### src/rtl/gumnut_exec_unit_if.sv
// Operand/result bus between the issue logic and the gumnut execute/writeback stage.
interface gumnut_exec_unit_if #(
   parameter int DW = 8,
   parameter int AW = 3
);
   logic          start;
   logic [3:0]    op_i;
   logic [AW-1:0] rd_i;
   logic [DW-1:0] a_i;
   logic [DW-1:0] b_i;
   logic [2:0]    cnt_i;
   logic          busy;
   logic          done;
   logic          we_o;
   logic [AW-1:0] rd_o;
   logic [DW-1:0] dat_o;
   logic          z_o;
   logic          c_o;

   modport master (
      output start, op_i, rd_i, a_i, b_i, cnt_i,
      input  busy, done, we_o, rd_o, dat_o, z_o, c_o
   );

   modport slave (
      input  start, op_i, rd_i, a_i, b_i, cnt_i,
      output busy, done, we_o, rd_o, dat_o, z_o, c_o
   );
endinterface

### src/rtl/gumnut_exec_unit.sv
// Gumnut execute/writeback stage: single-cycle ALU, serial shifter, Z/C flags.
// GUMNUT_EXEC_FAST_SHIFT_EN selects a one-cycle barrel shifter instead of the serial one.
module gumnut_exec_unit #(
   parameter int DW = 8,
   parameter int AW = 3
) (
   input logic               clkg,
   input logic               rst,
   gumnut_exec_unit_if.slave bus
);

`ifdef GUMNUT_EXEC_FAST_SHIFT_EN
   typedef enum logic [1:0] {IDLE, WB} state_t;
`else
   typedef enum logic [1:0] {IDLE, SHIFT, WB} state_t;
`endif

   typedef enum logic [3:0] {
      OP_ADD, OP_ADDC, OP_SUB, OP_SUBC, OP_AND, OP_OR, OP_XOR, OP_MASK,
      OP_SHL, OP_SHR, OP_ROL, OP_ROR
   } op_t;

   state_t        state, nxt;
   logic [DW-1:0] dat_q;
   logic [AW-1:0] rd_q;
   logic          z_q, c_q, legal_q;
   logic [DW:0]   alu;
   logic          is_shift;

   // One shift step: returns {out_bit, shifted value}; kind is op_i[1:0] of a shift op.
   function automatic logic [DW:0] step1(input logic [1:0] kind, input logic [DW-1:0] v);
      case (kind)
         2'd0:    step1 = {v[DW-1], v[DW-2:0], 1'b0};
         2'd1:    step1 = {v[0], 1'b0, v[DW-1:1]};
         2'd2:    step1 = {v[DW-1], v[DW-2:0], v[DW-1]};
         default: step1 = {v[0], v[0], v[DW-1:1]};
      endcase
   endfunction

   assign is_shift = (bus.op_i[3:2] == 2'b10);

   always_comb begin
      alu = '0;
      case (bus.op_i)
         OP_ADD:  alu = {1'b0, bus.a_i} + {1'b0, bus.b_i};
         OP_ADDC: alu = {1'b0, bus.a_i} + {1'b0, bus.b_i} + {{DW{1'b0}}, c_q};
         OP_SUB:  alu = {1'b0, bus.a_i} - {1'b0, bus.b_i};
         OP_SUBC: alu = {1'b0, bus.a_i} - {1'b0, bus.b_i} - {{DW{1'b0}}, c_q};
         OP_AND:  alu = {1'b0, bus.a_i & bus.b_i};
         OP_OR:   alu = {1'b0, bus.a_i | bus.b_i};
         OP_XOR:  alu = {1'b0, bus.a_i ^ bus.b_i};
         OP_MASK: alu = {1'b0, bus.a_i & ~bus.b_i};
         default: alu = '0;
      endcase
   end

`ifdef GUMNUT_EXEC_FAST_SHIFT_EN
   logic [DW:0] fr;

   // Unrolled repeat of the single step keeps carry semantics identical to the serial path.
   always_comb begin
      fr = {1'b0, bus.a_i};
      for (int unsigned i = 0; i < 7; i++) begin
         if (i < {29'd0, bus.cnt_i}) fr = step1(bus.op_i[1:0], fr[DW-1:0]);
      end
   end
`else
   logic [DW-1:0] sh_q;
   logic [2:0]    cnt_q;
   logic [1:0]    kind_q;
   logic [DW:0]   sstep;

   assign sstep = step1(kind_q, sh_q);
`endif

   always_ff @(posedge clkg or posedge rst) begin
      if (rst) state <= IDLE;
      else     state <= nxt;
   end

   always_comb begin
      nxt = state;
      case (state)
         IDLE: begin
            if (bus.start) begin
`ifdef GUMNUT_EXEC_FAST_SHIFT_EN
               nxt = WB;
`else
               nxt = (is_shift && bus.cnt_i != 3'd0) ? SHIFT : WB;
`endif
            end
         end
`ifndef GUMNUT_EXEC_FAST_SHIFT_EN
         SHIFT:   if (cnt_q == 3'd1) nxt = WB;
`endif
         WB:      nxt = IDLE;
         default: nxt = IDLE;
      endcase
   end

   always_ff @(posedge clkg or posedge rst) begin
      if (rst) begin
         dat_q   <= '0;
         rd_q    <= '0;
         z_q     <= 1'b0;
         c_q     <= 1'b0;
         legal_q <= 1'b0;
`ifndef GUMNUT_EXEC_FAST_SHIFT_EN
         sh_q    <= '0;
         cnt_q   <= '0;
         kind_q  <= '0;
`endif
      end else begin
         case (state)
            IDLE: begin
               if (bus.start) begin
                  if (!bus.op_i[3]) begin
                     dat_q   <= alu[DW-1:0];
                     c_q     <= alu[DW];
                     z_q     <= (alu[DW-1:0] == '0);
                     rd_q    <= bus.rd_i;
                     legal_q <= 1'b1;
                  end else if (is_shift) begin
                     rd_q    <= bus.rd_i;
                     legal_q <= 1'b1;
`ifdef GUMNUT_EXEC_FAST_SHIFT_EN
                     dat_q   <= fr[DW-1:0];
                     c_q     <= fr[DW];
                     z_q     <= (fr[DW-1:0] == '0);
`else
                     sh_q    <= bus.a_i;
                     cnt_q   <= bus.cnt_i;
                     kind_q  <= bus.op_i[1:0];
                     if (bus.cnt_i == 3'd0) begin
                        dat_q <= bus.a_i;
                        c_q   <= 1'b0;
                        z_q   <= (bus.a_i == '0);
                     end
`endif
                  end else begin
                     legal_q <= 1'b0;
                  end
               end
            end
`ifndef GUMNUT_EXEC_FAST_SHIFT_EN
            SHIFT: begin
               sh_q  <= sstep[DW-1:0];
               cnt_q <= cnt_q - 3'd1;
               if (cnt_q == 3'd1) begin
                  dat_q <= sstep[DW-1:0];
                  c_q   <= sstep[DW];
                  z_q   <= (sstep[DW-1:0] == '0);
               end
            end
`endif
            default: ;
         endcase
      end
   end

   assign bus.busy  = (state != IDLE);
   assign bus.done  = (state == WB);
   assign bus.we_o  = (state == WB) && legal_q;
   assign bus.rd_o  = rd_q;
   assign bus.dat_o = dat_q;
   assign bus.z_o   = z_q;
   assign bus.c_o   = c_q;

endmodule
### src/flat_wrapper.sv
// flat-port wrapper written by rule: the top's interface ports become plain ports
module gumnut_exec_unit_flat 
#(
   parameter int DW = 8,
   parameter int AW = 3
)
  (clkg, rst, bus_start, bus_op_i, bus_rd_i, bus_a_i, bus_b_i, bus_cnt_i, bus_busy, bus_done, bus_we_o, bus_rd_o, bus_dat_o, bus_z_o, bus_c_o);
  gumnut_exec_unit_if #(.DW(DW), .AW(AW)) bus_i ();
  input logic clkg;
  input logic rst;
  input wire logic [$bits(bus_i.start)-1:0] bus_start;
  input wire logic [$bits(bus_i.op_i)-1:0] bus_op_i;
  input wire logic [$bits(bus_i.rd_i)-1:0] bus_rd_i;
  input wire logic [$bits(bus_i.a_i)-1:0] bus_a_i;
  input wire logic [$bits(bus_i.b_i)-1:0] bus_b_i;
  input wire logic [$bits(bus_i.cnt_i)-1:0] bus_cnt_i;
  output wire logic [$bits(bus_i.busy)-1:0] bus_busy;
  output wire logic [$bits(bus_i.done)-1:0] bus_done;
  output wire logic [$bits(bus_i.we_o)-1:0] bus_we_o;
  output wire logic [$bits(bus_i.rd_o)-1:0] bus_rd_o;
  output wire logic [$bits(bus_i.dat_o)-1:0] bus_dat_o;
  output wire logic [$bits(bus_i.z_o)-1:0] bus_z_o;
  output wire logic [$bits(bus_i.c_o)-1:0] bus_c_o;
  assign bus_i.start = bus_start;
  assign bus_i.op_i = bus_op_i;
  assign bus_i.rd_i = bus_rd_i;
  assign bus_i.a_i = bus_a_i;
  assign bus_i.b_i = bus_b_i;
  assign bus_i.cnt_i = bus_cnt_i;
  assign bus_busy = bus_i.busy;
  assign bus_done = bus_i.done;
  assign bus_we_o = bus_i.we_o;
  assign bus_rd_o = bus_i.rd_o;
  assign bus_dat_o = bus_i.dat_o;
  assign bus_z_o = bus_i.z_o;
  assign bus_c_o = bus_i.c_o;
  gumnut_exec_unit #(.DW(DW), .AW(AW)) u_core (.clkg(clkg), .rst(rst), .bus(bus_i));
endmodule
### config.mk
export PLATFORM = sky130hd
export DESIGN_NAME = gumnut_exec_unit_flat
export DESIGN_NICKNAME = d
export VERILOG_FILES = /design/src/rtl/gumnut_exec_unit_if.sv /design/src/rtl/gumnut_exec_unit.sv /design/src/flat_wrapper.sv
export SDC_FILE = /design/constraint.sdc
export NUM_CORES = 1
export LEC_CHECK = 0
export CAP_MARGIN = 40
export CORE_AREA = 10 10 108 110
export DETAILED_ROUTE_END_ITERATION = 16
export DIE_AREA = 0 0 118 120
export PLACE_DENSITY = 0.54
export SLEW_MARGIN = 30
export SYNTH_ARGS = -nofsm -noshare
export SYNTH_HDL_FRONTEND = slang
export SYNTH_SLANG_ARGS = --single-unit
### constraint.sdc
create_clock -name clkg -period 3.1 [get_ports clkg]
set_clock_uncertainty 0.15 [all_clocks]
set_input_delay 0.31 -clock clkg [delete_from_list [all_inputs] [get_ports clkg]]
set_output_delay 0.31 -clock clkg [all_outputs]
set_load 0.1 [all_outputs]
==> metrics.cfg <==
[setup_path]
max_stage_delay_ps=560
r2r-end=u_core.bus.z_o$_DFFE_PP0P_
cp.depth=13
rr_startpoint=u_core.kind_q[0]$_DFFE_PP0P_
cp-start-kind=primary input
cp.buffers_inverters=4
r2r_cells=8
end_kind=register
startpoint=bus_b_i[1]
worstPathArrival_ps=2990
crit_family=simple AND/OR/NAND/NOR gates
worst-setup-path-type=in2reg
crit_path_frequent_cell=buf_4
cp_cell_sequence=clkdlybuf4s15_1 -> buf_4 -> buf_4 -> fa_2 -> ha_4 -> buf_4 -> nand3_1 -> nor3_2 -> and4bb_2 -> nor3b_1 -> xnor2_1 -> a221oi_1 -> o31ai_1
endpoint=u_core.bus.c_o$_DFFE_PP0P_
slowest_stage=fa_2
cp_max_fo=3
timing.reg2reg.setup_slack_ps=260
worstPathRequired_ps=3110

[synth]
synthFlopType=dfrtp_1
yosysWarnings=0
async_reset_ff_share_pct=100.0
seq_area_frac_synth_pct=22.11
syn_avg_cell_area_um2=8.164
syn_inst=402
syn_nets=463
synth_area_mm2=0.003282
yosys_register_bits=29
synth.distinct_cells=65
synth_edf_count=0

[floorplan]
die_w_um=118
dieArea_mm2=0.01416
coreArea_mm2=0.009549
start_util_pct=34.37
io_pins=45
rows=36
die_h_um=120

[timing]
fin_tns_setup_ps=0
hold_violations=0
slew_headroom_pct=59.51
slew_violations=0
final-setup-viol-count=0
finalCritPeriodShare_pct=96.21
worst_pin_slew_ps=605.4
period_needed_ps=2983
clock.fmax_mhz=335.3

[drt]
wire_per_inst_um=15.80
first_pass_iters=5
drc=0
met1Wirelength_um=4728
num_vias=3374
dr_wl_met3_um=244
final_antenna_net_count=0
drt_iter0_drc=236
top_layer=met4
finalWirelength_um=10460
vias_per_cell=5.097
wl_met2_um=5363

[cts]
cts_made_buffers=5
ctsHtreeMaxLevel=2
cts_root_buf=clkbuf_8
clock-sinks=29
insertion_delay_ps=290
cts_tree=built
clk_pin_slew_ps=70
max-clock-path-buffers=2

[cells_and_area]
area_delta_synth_final_pct=49.75
layout.nets=589
drive_gt1_share_pct=36.86
final_util_pct=51.47
multiInputGateArea_mm2=0.002649
fin_area_mm2=0.004915
diodes=0
fill_cells=919
seqCellArea_um2=726.9

[global_route]
grt_max_degree=31
antenna_found_initial=0
grt_pass1_vias=3507
overflow=0
grt_usage_pct=14.53
grt_pass1_wl_um=17360

[placed_design]
gp_congestion=0.8517
post-dp-hpwl_um=8322
post_dp_cell_area_mm2=0.004364
io_buffers=44

[power_and_ir_drop]
p_sw_share_pct=54.36
p_int_uw=1524
power_frac_comb_pct=68.6
p_seq_share_pct=22.2
p_clk_share_pct=9.3
worst_ir_drop_vdd_mv=0.4188
pwr_density_cell_mw_per_mm2=679.5
p_leak_uw=0.002205
switchingPower_uw=1815

[status]
outcome=complete, no violations

[job]
drv_cap=0

[worst_hold_path]
hold_class=in2async

cells by family after synthesis:
logic type      synth area share [%]
simple gates                   20.93
compound gates                 24.51
buf+inv                        7.206
fa+ha+maj                      12.66
flops                          22.11
mux                            7.777
xor+xnor                       4.804
worst min-delay path, cell delays in order:
cell	delay, ps
clkdlybuf4s50_1	390
inv_1	50
buf_4	340
metal layers:
metal  up-vias  track usage, %
li1       1698               -
met3        11           1.641
met5         -               0
met4         0           4.637
met1      1601           17.53
met2        64           26.37
flip-flops by register name (all words and copies together), names as in the netlist:
register and flops:
u_core.bus.c_o 1, u_core.bus.rd_o 3, u_core.legal_q 1, u_core.sh_q 8
u_core.bus.z_o 1, u_core.kind_q 2, u_core.cnt_q 3, u_core.bus.dat_o 8
u_core.state 2
Yosys cell counts (all sizes together), types with 13 or more instances:
cell type / count / area share, %
nand2: 42 / 4.8
mux2i: 15 / 4.6
o21ai: 16 / 2.4
a211oi: 13 / 3.5
inv: 33 / 3.8
dfrtp: 29 / 22
nor2: 36 / 4.1
a21oi: 17 / 2.6
ha: 30 / 11
cell type report:
class,count,area share [%]
Timing Repair Buffer,141,23.65
Multi-Input combinational cell,318,53.90
Clock inverter,2,0.2037
Inverter,33,2.597
Clock buffer,6,1.477
Tap cell,133,3.386
Sequential cell,29,14.79
per-stage QoR:
stage / hold WS (ps) / std cells / total power, uW / setup slack (ps)
global route: 292.2 / 662 / 3551 / -25.53
floorplan: 238.1 / 402 / 2287 / 24.83
global placement: 304.3 / 638 / 2887 / -573.0
CTS: 259.7 / 654 / 3278 / 7.860
finish: 241.7 / 662 / 3339 / 117.4
detailed placement: 310.0 / 638 / 2910 / -608.1
worst min-delay path by stage:
stage | endpoint | slack [ps] | cells after the start
2_1_floorplan | u_core.bus.c_o$_DFFE_PP0P_ | 240 | 1
3_3_place_gp | u_core.legal_q$_DFFE_PP0P_ | 300 | 2
3_5_place_dp | u_core.legal_q$_DFFE_PP0P_ | 310 | 2
4_1_cts | u_core.sh_q[4]$_DFFE_PP0P_ | 260 | 3
5_1_grt | u_core.sh_q[4]$_DFFE_PP0P_ | 290 | 3
6_report | u_core.sh_q[6]$_DFFE_PP0P_ | 240 | 3
placed cells by master, fill, tap and decap left out, types with 8 or more instances in the layout:
cell type and count:
buf_4 109, nand2_1 42, nor2_1 32, dfrtp_1 28, inv_1 25, ha_1 20, clkdlybuf4s50_1 19, mux2i_1 15
a21oi_1 15, o21ai_0 13, nand3_1 9, o211ai_1 8, xnor2_1 8, ha_4 8
power groups by stage:
stage	logic [uW]	registers, uW	clock network, uW
after floorplan	1010	1280	0
after global placement	2150	740	0
after detailed placement	2170	742	0
after CTS	2230	737	315
after global routing	2440	770	337
final	2290	740	310
timing repair:
item                                    CTS  global route
pin swaps                                11            15
hold endpoints to repair                  0             0
hold buffers                              0             0
resized for setup                        41            46
buffers inserted                          8             8
cloned                                    0             0
endpoints found under the setup margin    6             5
Note: power is estimated with default switching activity, not from simulation.
